===== config.mk =====
export PLATFORM = sky130hd
export DESIGN_NAME = div_sequencer_flat
export DESIGN_NICKNAME = d
export VERILOG_FILES = /design/src/rtl/div_seq_pkg.sv /design/src/rtl/div_sequencer_if.sv /design/src/rtl/axis_src_slot.sv /design/src/rtl/div_sequencer.sv /design/src/flat_wrapper.sv
export SDC_FILE = /design/constraint.sdc
export NUM_CORES = 1
export LEC_CHECK = 0
export CAP_MARGIN = 30
export CORE_AREA = 2 2 121 123
export CTS_BUF_LIST = sky130_fd_sc_hd__clkbuf_8
export DETAILED_ROUTE_END_ITERATION = 16
export DIE_AREA = 0 0 123 125
export PLACE_DENSITY = 0.82
export SYNTH_ARGS = -nofsm -noshare
export SYNTH_HDL_FRONTEND = slang
export SYNTH_SLANG_ARGS = --single-unit

===== constraint.sdc =====
create_clock -name clk -period 1.7 [get_ports clk]
set_input_delay 0.255 -clock clk [delete_from_list [all_inputs] [get_ports clk]]
set_output_delay 0.255 -clock clk [all_outputs]
set_load 0.02 [all_outputs]

===== src/rtl/div_seq_pkg.sv =====
// Shared types and constants for the divider sequencer: FSM states,
// operation encodings and the result-word slice positions.
package div_seq_pkg;

    typedef enum logic [2:0] {
        ST_IDLE  = 3'd0,
        ST_ISSUE = 3'd1,
        ST_WAIT  = 3'd2,
        ST_DONE  = 3'd3,
        ST_DRAIN = 3'd4
    } state_t;

    // bit0 selects the unsigned IP, bit1 selects the remainder half
    localparam logic [1:0] DIV_OP_DIV_W  = 2'b00;
    localparam logic [1:0] DIV_OP_DIV_WU = 2'b01;
    localparam logic [1:0] DIV_OP_MOD_W  = 2'b10;
    localparam logic [1:0] DIV_OP_MOD_WU = 2'b11;

    localparam int OP_UNSIGNED_BIT  = 0;
    localparam int OP_REMAINDER_BIT = 1;

    // IP output word layout: quotient in the upper half, remainder in the lower
    localparam int QUO_MSB = 63;
    localparam int QUO_LSB = 32;
    localparam int REM_MSB = 31;
    localparam int REM_LSB = 0;

    function automatic logic [31:0] select_half(input logic [1:0] op, input logic [63:0] dout);
        return op[OP_REMAINDER_BIT] ? dout[REM_MSB:REM_LSB] : dout[QUO_MSB:QUO_LSB];
    endfunction

endpackage


===== src/rtl/div_sequencer_if.sv =====
// Request/response handshake between the EX stage and the divide sequencer.
interface div_sequencer_if;
    logic        req_valid;
    logic        req_ready;
    logic [1:0]  req_op;
    logic [31:0] req_src1;
    logic [31:0] req_src2;
    logic        resp_valid;
    logic        resp_ready;
    logic [31:0] resp_result;

    // EX side: issues requests and consumes results
    modport master (
        output req_valid, req_op, req_src1, req_src2, resp_ready,
        input  req_ready, resp_valid, resp_result
    );

    // Sequencer side
    modport slave (
        input  req_valid, req_op, req_src1, req_src2, resp_ready,
        output req_ready, resp_valid, resp_result
    );
endinterface


===== src/rtl/axis_src_slot.sv =====
// One AXI-stream source channel: raises tvalid while active until its
// handshake completes, remembering completion in an accepted flag that is
// cleared when a new operation starts.
module axis_src_slot (
    input  logic clk,
    input  logic reset,
    input  logic start,
    input  logic active,
    input  logic tready,
    output logic tvalid,
    output logic done
);
    logic accepted_reg;

    assign tvalid = active && !accepted_reg;
    // done also covers a handshake happening in the current cycle
    assign done   = accepted_reg || (tvalid && tready);

    // Accepted flag: cleared on start, set on handshake
    always_ff @(posedge clk) begin
        if (reset) begin
            accepted_reg <= 1'b0;
        end else if (start) begin
            accepted_reg <= 1'b0;
        end else if (tvalid && tready) begin
            accepted_reg <= 1'b1;
        end
    end
endmodule


===== src/rtl/div_sequencer.sv =====
// Sequences the shared signed/unsigned divider IPs for the EX stage: one
// request at a time, operands latched on accept, result half selected from
// the IP output. A cancel drains any in-flight IP operation so that its
// result is swallowed rather than returned to a later request.
module div_sequencer
    import div_seq_pkg::*;
(
    input  logic                clk,
    input  logic                reset,
    div_sequencer_if.slave      bus,
    input  logic                cancel,
    output logic                busy,
    output logic [31:0]         div_dividend_tdata,
    output logic [31:0]         div_divisor_tdata,
    output logic                sdiv_dividend_tvalid,
    output logic                sdiv_divisor_tvalid,
    input  logic                sdiv_dividend_tready,
    input  logic                sdiv_divisor_tready,
    input  logic                sdiv_dout_tvalid,
    input  logic [63:0]         sdiv_dout_tdata,
    output logic                udiv_dividend_tvalid,
    output logic                udiv_divisor_tvalid,
    input  logic                udiv_dividend_tready,
    input  logic                udiv_divisor_tready,
    input  logic                udiv_dout_tvalid,
    input  logic [63:0]         udiv_dout_tdata
);
    state_t      state_reg, state_next;
    logic [1:0]  op_reg;
    logic [31:0] src1_reg, src2_reg, result_reg;

    logic accept, capture, req_ready_next, resp_valid_next;
    logic slot_active, both_done;
    logic sel_unsigned, sel_dout_valid;
    logic [63:0] sel_dout_data;

    // Channel index 0 = dividend, 1 = divisor
    logic slot_tready [2];
    logic slot_tvalid [2];
    logic slot_done   [2];

    assign sel_unsigned   = op_reg[OP_UNSIGNED_BIT];
    assign sel_dout_valid = sel_unsigned ? udiv_dout_tvalid : sdiv_dout_tvalid;
    assign sel_dout_data  = sel_unsigned ? udiv_dout_tdata  : sdiv_dout_tdata;

    assign slot_tready[0] = sel_unsigned ? udiv_dividend_tready : sdiv_dividend_tready;
    assign slot_tready[1] = sel_unsigned ? udiv_divisor_tready  : sdiv_divisor_tready;

    // Unaccepted channels keep being offered while draining too, so the IP
    // always sees a complete operand pair and produces exactly one output.
    assign slot_active = (state_reg == ST_ISSUE) || (state_reg == ST_DRAIN);
    assign both_done   = slot_done[0] && slot_done[1];

    generate
        for (genvar gi = 0; gi < 2; gi++) begin : g_slot
            axis_src_slot u_slot (
                .clk    (clk),
                .reset  (reset),
                .start  (accept),
                .active (slot_active),
                .tready (slot_tready[gi]),
                .tvalid (slot_tvalid[gi]),
                .done   (slot_done[gi])
            );
        end
    endgenerate

    assign sdiv_dividend_tvalid = slot_tvalid[0] && !sel_unsigned;
    assign sdiv_divisor_tvalid  = slot_tvalid[1] && !sel_unsigned;
    assign udiv_dividend_tvalid = slot_tvalid[0] &&  sel_unsigned;
    assign udiv_divisor_tvalid  = slot_tvalid[1] &&  sel_unsigned;

    assign div_dividend_tdata = src1_reg;
    assign div_divisor_tdata  = src2_reg;

    assign bus.req_ready   = req_ready_next;
    assign bus.resp_valid  = resp_valid_next;
    assign bus.resp_result = result_reg;
    assign busy            = (state_reg != ST_IDLE);

    // State register
    always_ff @(posedge clk) begin
        if (reset) begin
            state_reg <= ST_IDLE;
        end else begin
            state_reg <= state_next;
        end
    end

    // Operand registers: only change when a request is accepted
    always_ff @(posedge clk) begin
        if (reset) begin
            op_reg   <= 2'b00;
            src1_reg <= 32'd0;
            src2_reg <= 32'd0;
        end else if (accept) begin
            op_reg   <= bus.req_op;
            src1_reg <= bus.req_src1;
            src2_reg <= bus.req_src2;
        end
    end

    // Result register: captures the selected half when the IP answers
    always_ff @(posedge clk) begin
        if (reset) begin
            result_reg <= 32'd0;
        end else if (capture) begin
            result_reg <= select_half(op_reg, sel_dout_data);
        end
    end

    // Next-state and handshake outputs
    always_comb begin
        state_next      = state_reg;
        accept          = 1'b0;
        capture         = 1'b0;
        req_ready_next  = 1'b0;
        resp_valid_next = 1'b0;
        case (state_reg)
            ST_IDLE: begin
                req_ready_next = 1'b1;
                if (bus.req_valid && !cancel) begin
                    accept     = 1'b1;
                    state_next = ST_ISSUE;
                end
            end
            ST_ISSUE: begin
                if (cancel) begin
                    state_next = ST_DRAIN;
                end else if (both_done) begin
                    state_next = ST_WAIT;
                end
            end
            ST_WAIT: begin
                // A cancel coinciding with the IP output already drains it,
                // so going to DRAIN would wait for an output that never comes.
                if (sel_dout_valid) begin
                    if (cancel) begin
                        state_next = ST_IDLE;
                    end else begin
                        capture    = 1'b1;
                        state_next = ST_DONE;
                    end
                end else if (cancel) begin
                    state_next = ST_DRAIN;
                end
            end
            ST_DONE: begin
                resp_valid_next = 1'b1;
                if (cancel || bus.resp_ready) begin
                    state_next = ST_IDLE;
                end
            end
            ST_DRAIN: begin
                if (both_done && sel_dout_valid) begin
                    state_next = ST_IDLE;
                end
            end
            default: state_next = ST_IDLE;
        endcase
    end
endmodule


===== src/flat_wrapper.sv =====
// flat-port wrapper written by rule: the top's interface ports become plain ports
module div_sequencer_flat import div_seq_pkg::*;
  (clk, reset, cancel, busy, div_dividend_tdata, div_divisor_tdata, sdiv_dividend_tvalid, sdiv_divisor_tvalid, sdiv_dividend_tready, sdiv_divisor_tready, sdiv_dout_tvalid, sdiv_dout_tdata, udiv_dividend_tvalid, udiv_divisor_tvalid, udiv_dividend_tready, udiv_divisor_tready, udiv_dout_tvalid, udiv_dout_tdata, bus_req_valid, bus_req_op, bus_req_src1, bus_req_src2, bus_resp_ready, bus_req_ready, bus_resp_valid, bus_resp_result);
  div_sequencer_if bus_i ();
  input  logic clk;
  input  logic reset;
  input  logic cancel;
  output logic busy;
  output logic [31:0] div_dividend_tdata;
  output logic [31:0] div_divisor_tdata;
  output logic sdiv_dividend_tvalid;
  output logic sdiv_divisor_tvalid;
  input  logic sdiv_dividend_tready;
  input  logic sdiv_divisor_tready;
  input  logic sdiv_dout_tvalid;
  input  logic [63:0] sdiv_dout_tdata;
  output logic udiv_dividend_tvalid;
  output logic udiv_divisor_tvalid;
  input  logic udiv_dividend_tready;
  input  logic udiv_divisor_tready;
  input  logic udiv_dout_tvalid;
  input  logic [63:0] udiv_dout_tdata;
  input wire logic [$bits(bus_i.req_valid)-1:0] bus_req_valid;
  input wire logic [$bits(bus_i.req_op)-1:0] bus_req_op;
  input wire logic [$bits(bus_i.req_src1)-1:0] bus_req_src1;
  input wire logic [$bits(bus_i.req_src2)-1:0] bus_req_src2;
  input wire logic [$bits(bus_i.resp_ready)-1:0] bus_resp_ready;
  output wire logic [$bits(bus_i.req_ready)-1:0] bus_req_ready;
  output wire logic [$bits(bus_i.resp_valid)-1:0] bus_resp_valid;
  output wire logic [$bits(bus_i.resp_result)-1:0] bus_resp_result;
  assign bus_i.req_valid = bus_req_valid;
  assign bus_i.req_op = bus_req_op;
  assign bus_i.req_src1 = bus_req_src1;
  assign bus_i.req_src2 = bus_req_src2;
  assign bus_i.resp_ready = bus_resp_ready;
  assign bus_req_ready = bus_i.req_ready;
  assign bus_resp_valid = bus_i.resp_valid;
  assign bus_resp_result = bus_i.resp_result;
  div_sequencer u_core (.clk(clk), .reset(reset), .bus(bus_i), .cancel(cancel), .busy(busy), .div_dividend_tdata(div_dividend_tdata), .div_divisor_tdata(div_divisor_tdata), .sdiv_dividend_tvalid(sdiv_dividend_tvalid), .sdiv_divisor_tvalid(sdiv_divisor_tvalid), .sdiv_dividend_tready(sdiv_dividend_tready), .sdiv_divisor_tready(sdiv_divisor_tready), .sdiv_dout_tvalid(sdiv_dout_tvalid), .sdiv_dout_tdata(sdiv_dout_tdata), .udiv_dividend_tvalid(udiv_dividend_tvalid), .udiv_divisor_tvalid(udiv_divisor_tvalid), .udiv_dividend_tready(udiv_dividend_tready), .udiv_divisor_tready(udiv_divisor_tready), .udiv_dout_tvalid(udiv_dout_tvalid), .udiv_dout_tdata(udiv_dout_tdata));
endmodule

Yosys cells after proc, flatten, opt, wreduce, memory -nomap -nowiden. Cells that the tools add are included. Widths: inputs -> output; s select.

Output and inout port bits: 103. Memory bits (writable): 0. Memories: 0. Latch bits: 0. Input bits: 205. ROM bits: 0. Register bits: 103. Word-level logic and storage cells: 60.

$add $sub $neg: 0. Divide/modulo/power cells: 0. Eq/ne operators: 9. Shift-type cells: 0. Magnitude comparators: 0. Reduce and logical (&&, ||, !) cells: 23. Multiply operators: 0. Bitwise operators: 0. Multiplexer cells: 21.

Operators with widths (count): $mux 64 (1); $mux 32 (1); $mux 3 (7); $pmux 3 s5 (1); $logic_and 1x1->1 (11); $mux 1 (10); $eq 3x2->1 const B (2); $ne 3x2->1 const B (2); $reduce_and 5->1 (1); $logic_not 1->1 (4); $logic_or 1x1->1 (4); $ne 2x1->1 const B (2); $eq 3x1->1 const B (1); $eq 3x3->1 const B (1); $logic_not 3->1 (1); $reduce_bool 3->1 (1); $mux 2 (1); $ne 2x2->1 const B (1); $reduce_or 2->1 (1).

Longest topological paths before layout. Gate-level depths: netlist (run 1).

Depth in word-level cells: 9. Gate-level depth with buffers: 8. Depth with buffers taken out: 4.

Hierarchy. A second synthesis (run 1) with hierarchy kept.

Cell total of the unflattened synthesis: 533. Area total of the unflattened synthesis: 4957.3 um^2.

By module, submodules not included: div_sequencer (area an instance 4864.7 um^2, seq. area each 2021.9 um^2, times used 1, cells an instance 525); axis_src_slot (area an instance 46.3 um^2, seq. area each 20.0 um^2, times used 2, cells an instance 4).

Least setup slack after synthesis (run 1). No wires, ideal clock.

Path kind: register to output. From: register u_core.state_reg[0]. To: output port sdiv_dividend_tvalid. Arrival: 1.321 ns. Slack: 0.124 ns. Stages on the path, launching flop included: 5. Buffers on the path: 1. Data required time: 1.445 ns. Path through: dfxtp_1 -> buf_4 -> xor2_1 -> nand2_1 -> nor3_1.

Cells in the longest elaborated chain, start to end: 4. Elaborated cells on any way between the ends: 5. Those cells by class: 2 x eq/ne; 3 x reduce/logical.

Ends and longest elaborated chain: from (decl) (RTL line div_sequencer.sv:28) `state_t state_reg, state_next;`; from (signal assigned) (RTL line div_sequencer.sv:86) `state_reg <= state_next;`; $eq 3x1->1 / $eq 3x3->1 (equally long branches) (RTL line div_sequencer.sv:51) `assign slot_active = (state_reg == ST_ISSUE) || (state_reg == ST_DRAIN);`; $logic_or 1x1->1 (*) (RTL line div_sequencer.sv:51); $logic_and 1x1->1 (*) (RTL line axis_src_slot.sv:15) `assign tvalid = active && !accepted_reg;`; $logic_and 1x1->1 (*) (RTL line div_sequencer.sv:68) `assign sdiv_dividend_tvalid = slot_tvalid[0] && !sel_unsigned;`; to (decl) (RTL line flat_wrapper.sv:11) `output logic sdiv_dividend_tvalid;`.

Every way passes the cells marked *; elsewhere a longest branch is shown, timed or not.

Final worst setup path (run 1).
From: register u_core.state_reg[0]. To: register u_core.src2_reg[2] (netlist: u_core.div_divisor_tdata[2]).

Cells in the longest elaborated chain, start to end: 2.

Ends and longest elaborated chain: $logic_not 3->1 (RTL line div_sequencer.sv:119) `case (state_reg)`; $mux 1 (RTL line div_sequencer.sv:119); to (signal assigned) (RTL line div_sequencer.sv:99) `src2_reg <= bus.req_src2;`; to (decl) (RTL line div_sequencer.sv:30) `logic [31:0] src1_reg, src2_reg, result_reg;`.

Every way passes these cells. A chain may end at the register's enable or synchronous reset.

==> results of run 1 <==
[cell type report]
type	count	area (um^2)	area share, %
Timing Repair Buffer	350	3690	42.29
Clock buffer	9	123.9	1.420
Multi-Input combinational cell	369	2490	28.53
Clock inverter	6	110.1	1.262
Inverter	3	11.26	0.1291
Antenna cell	1	2.502	0.02868
Sequential cell	103	2068	23.70
Tap cell	184	230.2	2.638
[what timing repair did]
action | in CTS | in global routing
pin swaps | 2 | 8
cloned | 0 | 17
gates resized for setup | 39 | 77
setup endpoints to repair | 9 | 75
buffers inserted | 1 | 4
[routing by layer]
| layer | global-route usage [%] | vias up | routed length, um |
|---|---|---|---|
| li1 | - | 2402 | - |
| met1 | 21.75 | 2399 | 7022 |
| met2 | 35.10 | 192 | 9217 |
| met3 | 6.524 | 36 | 1486 |
| met4 | 8.422 | 2 | 509 |
| met5 | 0 | - | 16 |
[kinds of logic after synthesis]
family	Yosys count	share of synthesized area, %
xor+xnor	1	0.1924
simple gates	223	19.65
mux	35	16.66
flops	103	45.30
compound gates	109	12.70
buf+inv	46	5.498
[cells in the mapped netlist (2+ instances only)]
cell type,n
a21oi_1,100
mux4_2,32
mux2_2,2
inv_1,2
a31oi_1,2
clkbuf_1,16
and3_1,3
buf_2,17
dfxtp_1,103
or3_1,2
nor2_1,4
nor3_1,8
buf_6,5
or3b_1,2
nand3_1,3
buf_4,5
nand2_1,197
[worst paths after layout]
kind,start,end,slack (ps),depth (start not counted)
worst max-delay path,u_core.state_reg[0],u_core.div_divisor_tdata[2],10,7
worst min-delay path,reset,u_core.bus.resp_result[18],230,2
worst max register to register,u_core.state_reg[0],u_core.div_divisor_tdata[2],10,7
worst min register to register,u_core.bus.resp_result[14],u_core.bus.resp_result[14],460,2
[critical path: stages (launching register included)]
cell	delay, ps
dfxtp_2	350
buf_6	120
buf_6	120
nor3_4	250
and3_4	370
clkbuf_16	190
nand2_1	70
a21oi_1	150
[power by group through the flow]
stage | combinational, W | sequential [W] | clock (W)
floorplan | 0.000399 | 0.00269 | 0
global placement | 0.00123 | 0.00259 | 0
detailed placement | 0.00124 | 0.00260 | 0
CTS | 0.00125 | 0.00254 | 0.00187
global route | 0.00150 | 0.00256 | 0.00195
finish | 0.00141 | 0.00255 | 0.00183
[per-stage QoR]
| step | util [%] | power (W) | TNS [ps] |
|---|---|---|---|
| after detailed placement | 55.44 | 0.003837 | -4229 |
| final | 61.43 | 0.005789 | 0 |
| after global routing | 61.43 | 0.006011 | -1759 |
| after floorplan | - | 0.003089 | 0 |
| after CTS | 57.21 | 0.005659 | 0 |
| after global placement | 55.44 | 0.003820 | -1965 |
[cell usage in the layout (no fill, tap or decap), types with 2 or more instances in the layout]
| cell type | synthesis | routed |
|---|---|---|
| or3b_1 | 2 | 2 |
| clkbuf_16 | 0 | 10 |
| buf_2 | 17 | 5 |
| nor3_1 | 8 | 7 |
| buf_12 | 0 | 8 |
| a21oi_2 | 0 | 29 |
| nand3_1 | 3 | 2 |
| clkbuf_8 | 0 | 9 |
| and3_4 | 0 | 3 |
| dfxtp_2 | 0 | 2 |
| buf_6 | 5 | 11 |
| clkdlybuf4s50_1 | 0 | 298 |
| dfxtp_1 | 103 | 100 |
| nand2_4 | 0 | 2 |
| bufinv_16 | 0 | 3 |
| nand2_2 | 0 | 25 |
| mux4_2 | 32 | 32 |
| mux2_2 | 2 | 2 |
| clkinvlp_4 | 0 | 2 |
| nor2_1 | 4 | 4 |
| buf_4 | 5 | 16 |
| nand2_1 | 197 | 170 |
| a21oi_1 | 100 | 71 |
==> impl_metrics.py, run 1 <==
metrics = {
    "status": {
        "outcome": "finished, final reports clean",
    },
    "setup_path": {
        "cp-end-kind": "flop",
        "critical_path_arrival_ps": 1980,
        "worstSetupPathType": "flop to flop",
        "crit_path_max_fanout": 7,
        "start_kind": "flop",
        "crit_required_ps": 2000,
    },
    "detailed_routing": {
        "firstDrtPassIters": 7,
        "ant_nets": 0,
        "first_iter_violations": 185,
        "wl_mm": 18.25,
        "drc": 0,
        "vias_per_cell": 4.908,
        "vias": 5031,
        "wl_per_cell_um": 17.81,
    },
    "job": {
        "maxCapViolCount": 0,
    },
    "logic_synthesis": {
        "syn_area_per_cell_um2": 8.804,
        "synth_top_cell_area_share_pct": 45.30,
        "synth.ff_latch_count": 103,
        "synth.distinct_cells": 31,
        "synth_seq_area_share_pct": 45.30,
        "synthFlopType": "dfxtp_1",
        "synth.net_count": 722,
        "synth_area_um2": 4552,
        "synth_warnings": 0,
        "syn_inst": 517,
        "async_flop_share_pct": 0,
        "synth_area_leaders": "dfxtp_1, nand2_1, mux4_2",
        "synth-edff-count": 0,
        "synth_top_area_cell": "dfxtp_1",
    },
    "sta": {
        "fin_skew_ps": 8.553,
        "rsz0062_at_grt": "true",
        "hold_viol": 0,
        "tightest_slew_ps": 341.4,
        "period_needed_ps": 1686,
        "finalMaxSlewViolations": 0,
        "setup_viol": 0,
        "fmaxAchievable_mhz": 593.0,
        "max_slew_margin_pct": 77.24,
        "period_share_pct": 99.20,
        "fin_ws_ps": 13.61,
        "hold_slack_ps": 227.8,
    },
    "floorplan": {
        "die_w_um": 123,
        "top_level_ports": 308,
        "core-area_um2": 14200,
        "dieHeight_um": 125,
        "start_util_pct": 32.05,
        "dieArea_um2": 15380,
        "rows": 44,
    },
    "pwr": {
        "intPower_w": 0.004329,
        "switchingPower_w": 0.001460,
        "power_frac_seq_pct": 44.0,
        "p_clk_share_pct": 31.6,
        "power.density_nw_per_um2": 663.4,
        "comb_power_share_pct": 24.3,
        "p_sw_share_pct": 25.22,
        "vdd_drop_max_v": 0.0007157,
        "power_leakage_nw": 3.058,
    },
    "global_route": {
        "grt_usage_pct": 19.96,
        "grt_max_degree": 67,
        "antenna_found_initial": 2,
        "grt_pass1_wl_mm": 23.98,
        "grt_pass1_vias": 4796,
        "grt_overflow_total": 0,
    },
    "clock_network": {
        "cts_max_path_buffers": 2,
        "path_clk_slew_ps": 100,
        "cts.sinks": 103,
        "numCtsBuffers": 9,
        "cts-htree-levels": 3,
        "holdBufCountCts": 0,
        "cts_tree": "yes",
        "cts_root_buf": "clkbuf_8",
        "worst_skew_pair.late_latency_ps": 370,
    },
    "place": {
        "pre_cts_slack_ps": -171.8,
        "post-dp-hpwl_mm": 12.00,
        "dp_cells": 987,
        "placed_area_um2": 7874,
        "port_buffers": 307,
        "gp_congestion": 0.8318,
    },
    "cells_and_area": {
        "drive_gt1_share_pct": 20.60,
        "nets": 1041,
        "finalNonFillerCells": 1025,
        "design_area_um2": 8726,
        "syn_to_final_growth_pct": 91.70,
        "n_fill_cell": 1166,
    },
    "worst_hold_path": {
        "hold_path.class": "primary input to flop",
    },
}
No activity file was read; power rests on OpenSTA's default activity.
==> inputs of run 2 (changes only) <==
--- a/config.mk
+++ b/config.mk
@@ -10,7 +10,8 @@
 export CTS_BUF_LIST = sky130_fd_sc_hd__clkbuf_8
 export DETAILED_ROUTE_END_ITERATION = 16
 export DIE_AREA = 0 0 123 125
-export PLACE_DENSITY = 0.82
+export MAX_ROUTING_LAYER = met4
+export PLACE_DENSITY = 0.74
 export SYNTH_ARGS = -nofsm -noshare
 export SYNTH_HDL_FRONTEND = slang
 export SYNTH_SLANG_ARGS = --single-unit
==> constraint.sdc (replaced) <==
create_clock -name clk -period 1.7 [get_ports clk]
set_input_delay 0.255 -clock clk [delete_from_list [all_inputs] [get_ports clk]]
set_output_delay 0.255 -clock clk [all_outputs]
set_load 0.01 [all_outputs]
==> run 2 against run 1 <==
  * Fmax rose by 1.1%
  * Flip-flop and latch count did not move
  * Clock power fell by 22%
  * Combinational power fell by 7%
  * Sequential power barely moved
  * Critical endpoint is now sdiv_dividend_tvalid
  * Largest power group unchanged
==> impl_metrics.py, run 2 (synthesized netlist as in run 1, its figures left out) <==
metrics = {
    "status": {
        "outcome": "finished, final reports clean",
    },
    "sta": {
        "max_slew_margin_pct": 78.18,
        "rsz0062_at_grt": "true",
        "period_needed_ps": 1668,
        "period_share_pct": 98.12,
        "hold_viol": 0,
        "setup_viol": 0,
        "hold_slack_ps": 313.0,
        "tightest_slew_ps": 327.3,
        "fin_skew_ps": 10.11,
        "finalMaxSlewViolations": 0,
        "fmaxAchievable_mhz": 599.5,
    },
    "place": {
        "placed_area_um2": 7901,
        "port_buffers": 307,
        "gp_congestion": 0.8206,
        "post-dp-hpwl_mm": 12.27,
    },
    "clock_network": {
        "worst_skew_pair.late_latency_ps": 370,
        "cts.sinks": 103,
        "numCtsBuffers": 9,
        "cts-htree-levels": 3,
        "cts_max_path_buffers": 2,
        "cts_root_buf": "clkbuf_8",
        "path_clk_slew_ps": 90,
        "cts_tree": "yes",
        "holdBufCountCts": 0,
    },
    "global_route": {
        "grt_pass1_wl_mm": 24.12,
        "grt_max_degree": 57,
        "grt_overflow_total": 0,
        "grt_usage_pct": 20.84,
        "grt_pass1_vias": 4805,
        "antenna_found_initial": 0,
    },
    "setup_path": {
        "start_kind": "flop",
        "worstSetupPathType": "flop to primary output",
        "crit_required_ps": 1440,
        "crit_chain": "xor2_2 -> nand2_2 -> nor3_2 -> buf_2",
        "r2r_start": "u_core.state_reg[0]",
        "crit_path_max_fanout": 3,
        "cp-startpoint": "u_core.state_reg[2]",
        "r2r_setup_slack_ps": 30,
        "max_stage_delay_ps": 370,
        "crit_family": "flip-flops",
        "critical_path_arrival_ps": 1410,
        "worst-path-buf-inv": 1,
        "cp_slowest_cell": "dfxtp_4",
        "cp-end-kind": "primary output",
    },
    "detailed_routing": {
        "ant_nets": 0,
        "drc": 0,
        "vias": 4955,
        "firstDrtPassIters": 4,
        "first_iter_violations": 142,
        "wl_mm": 17.26,
        "vias_per_cell": 4.867,
        "wl_per_cell_um": 16.95,
    },
    "floorplan": {
        "core-area_um2": 14200,
        "die_w_um": 123,
        "rows": 44,
        "start_util_pct": 32.05,
        "dieArea_um2": 15380,
        "top_level_ports": 308,
        "dieHeight_um": 125,
    },
    "cells_and_area": {
        "diodes": 0,
        "syn_to_final_growth_pct": 88.62,
        "final_cell_mix": "clkdlybuf4s50_1, nand2_1, dfxtp_1",
        "final_common_cell": "clkdlybuf4s50_1",
        "nets": 1037,
        "design_area_um2": 8586,
        "drive_gt1_share_pct": 17.75,
    },
    "pwr": {
        "p_total_w": 0.005271,
        "power_leakage_nw": 3.033,
        "vdd_drop_max_v": 0.0006499,
        "power.density_nw_per_um2": 613.9,
    },
    "job": {
        "maxCapViolCount": 0,
    },
    "worst_hold_path": {
        "hold_path.class": "primary input to flop",
        "worstHoldStart": "reset",
    },
}
[run 2: changes by cell type in the layout (fill, tap and decap cells not counted), moves of 4 or more]
cell     before  now
a21oi_1      71   77
a21oi_2      29   23
nand2_2      25    8
nand2_1     170  183
nand2_4       2    6
buf_6        11    5
[run 2: worst min-delay path: cells and delay by family]
kind | cells | cell delay (ps)
buffers and inverters | 1 | 120
AND/OR/NAND/NOR | 1 | 60
AO/OA/AOI/OAI | 1 | 210
[run 2: cell type report]
type / count / area [um^2]
Multi-Input combinational cell: 368 / 2445
Fill cell: 1279 / 5618
Timing Repair Buffer: 347 / 3661
Clock buffer: 9 / 123.9
Inverter: 3 / 12.51
Sequential cell: 103 / 2071
Clock inverter: 4 / 42.54
Tap cell: 184 / 230.2
[run 2: per-layer routing]
metal  wire (um)  track usage (%)
met3        1433            6.569
met5           0                -
met1        6601            22.24
met2        8697            35.94
met4         524            7.420
[run 2: report_power, final]
part,internal (W),total [W],switching (W)
registers,0.00249,0.00254,0.0000478
clock network,0.000644,0.00142,0.000774
logic,0.000852,0.00131,0.000459
[run 2: path summary, 6_finish.rpt]
check | endpoint | depth (start not counted)
hold / removal | u_core.state_reg[1] | 3
hold reg to reg | u_core.bus.resp_result[19] | 2
setup reg to reg | u_core.bus.resp_result[21] | 8
setup / recovery | sdiv_dividend_tvalid | 4
[run 2: what timing repair did]
item	4_1_cts	5_1_grt
pin swaps	0	13
buffers inserted	0	5
resized for setup	28	66
cloned	0	11
setup endpoints to repair	7	87
[run 2: stage by stage]
stage / worst slack, ps / util, % / TNS [ps] / std cells
final: 32.03 / 60.45 / 0 / 1018
after global routing: -79.81 / 60.45 / -691.3 / 1018
after CTS: -15.24 / 56.86 / -15.24 / 1002
after detailed placement: -89.73 / 55.63 / -700.6 / 989
after global placement: -57.88 / 55.63 / -113.2 / 989
after floorplan: 209.4 / - / 0 / 517
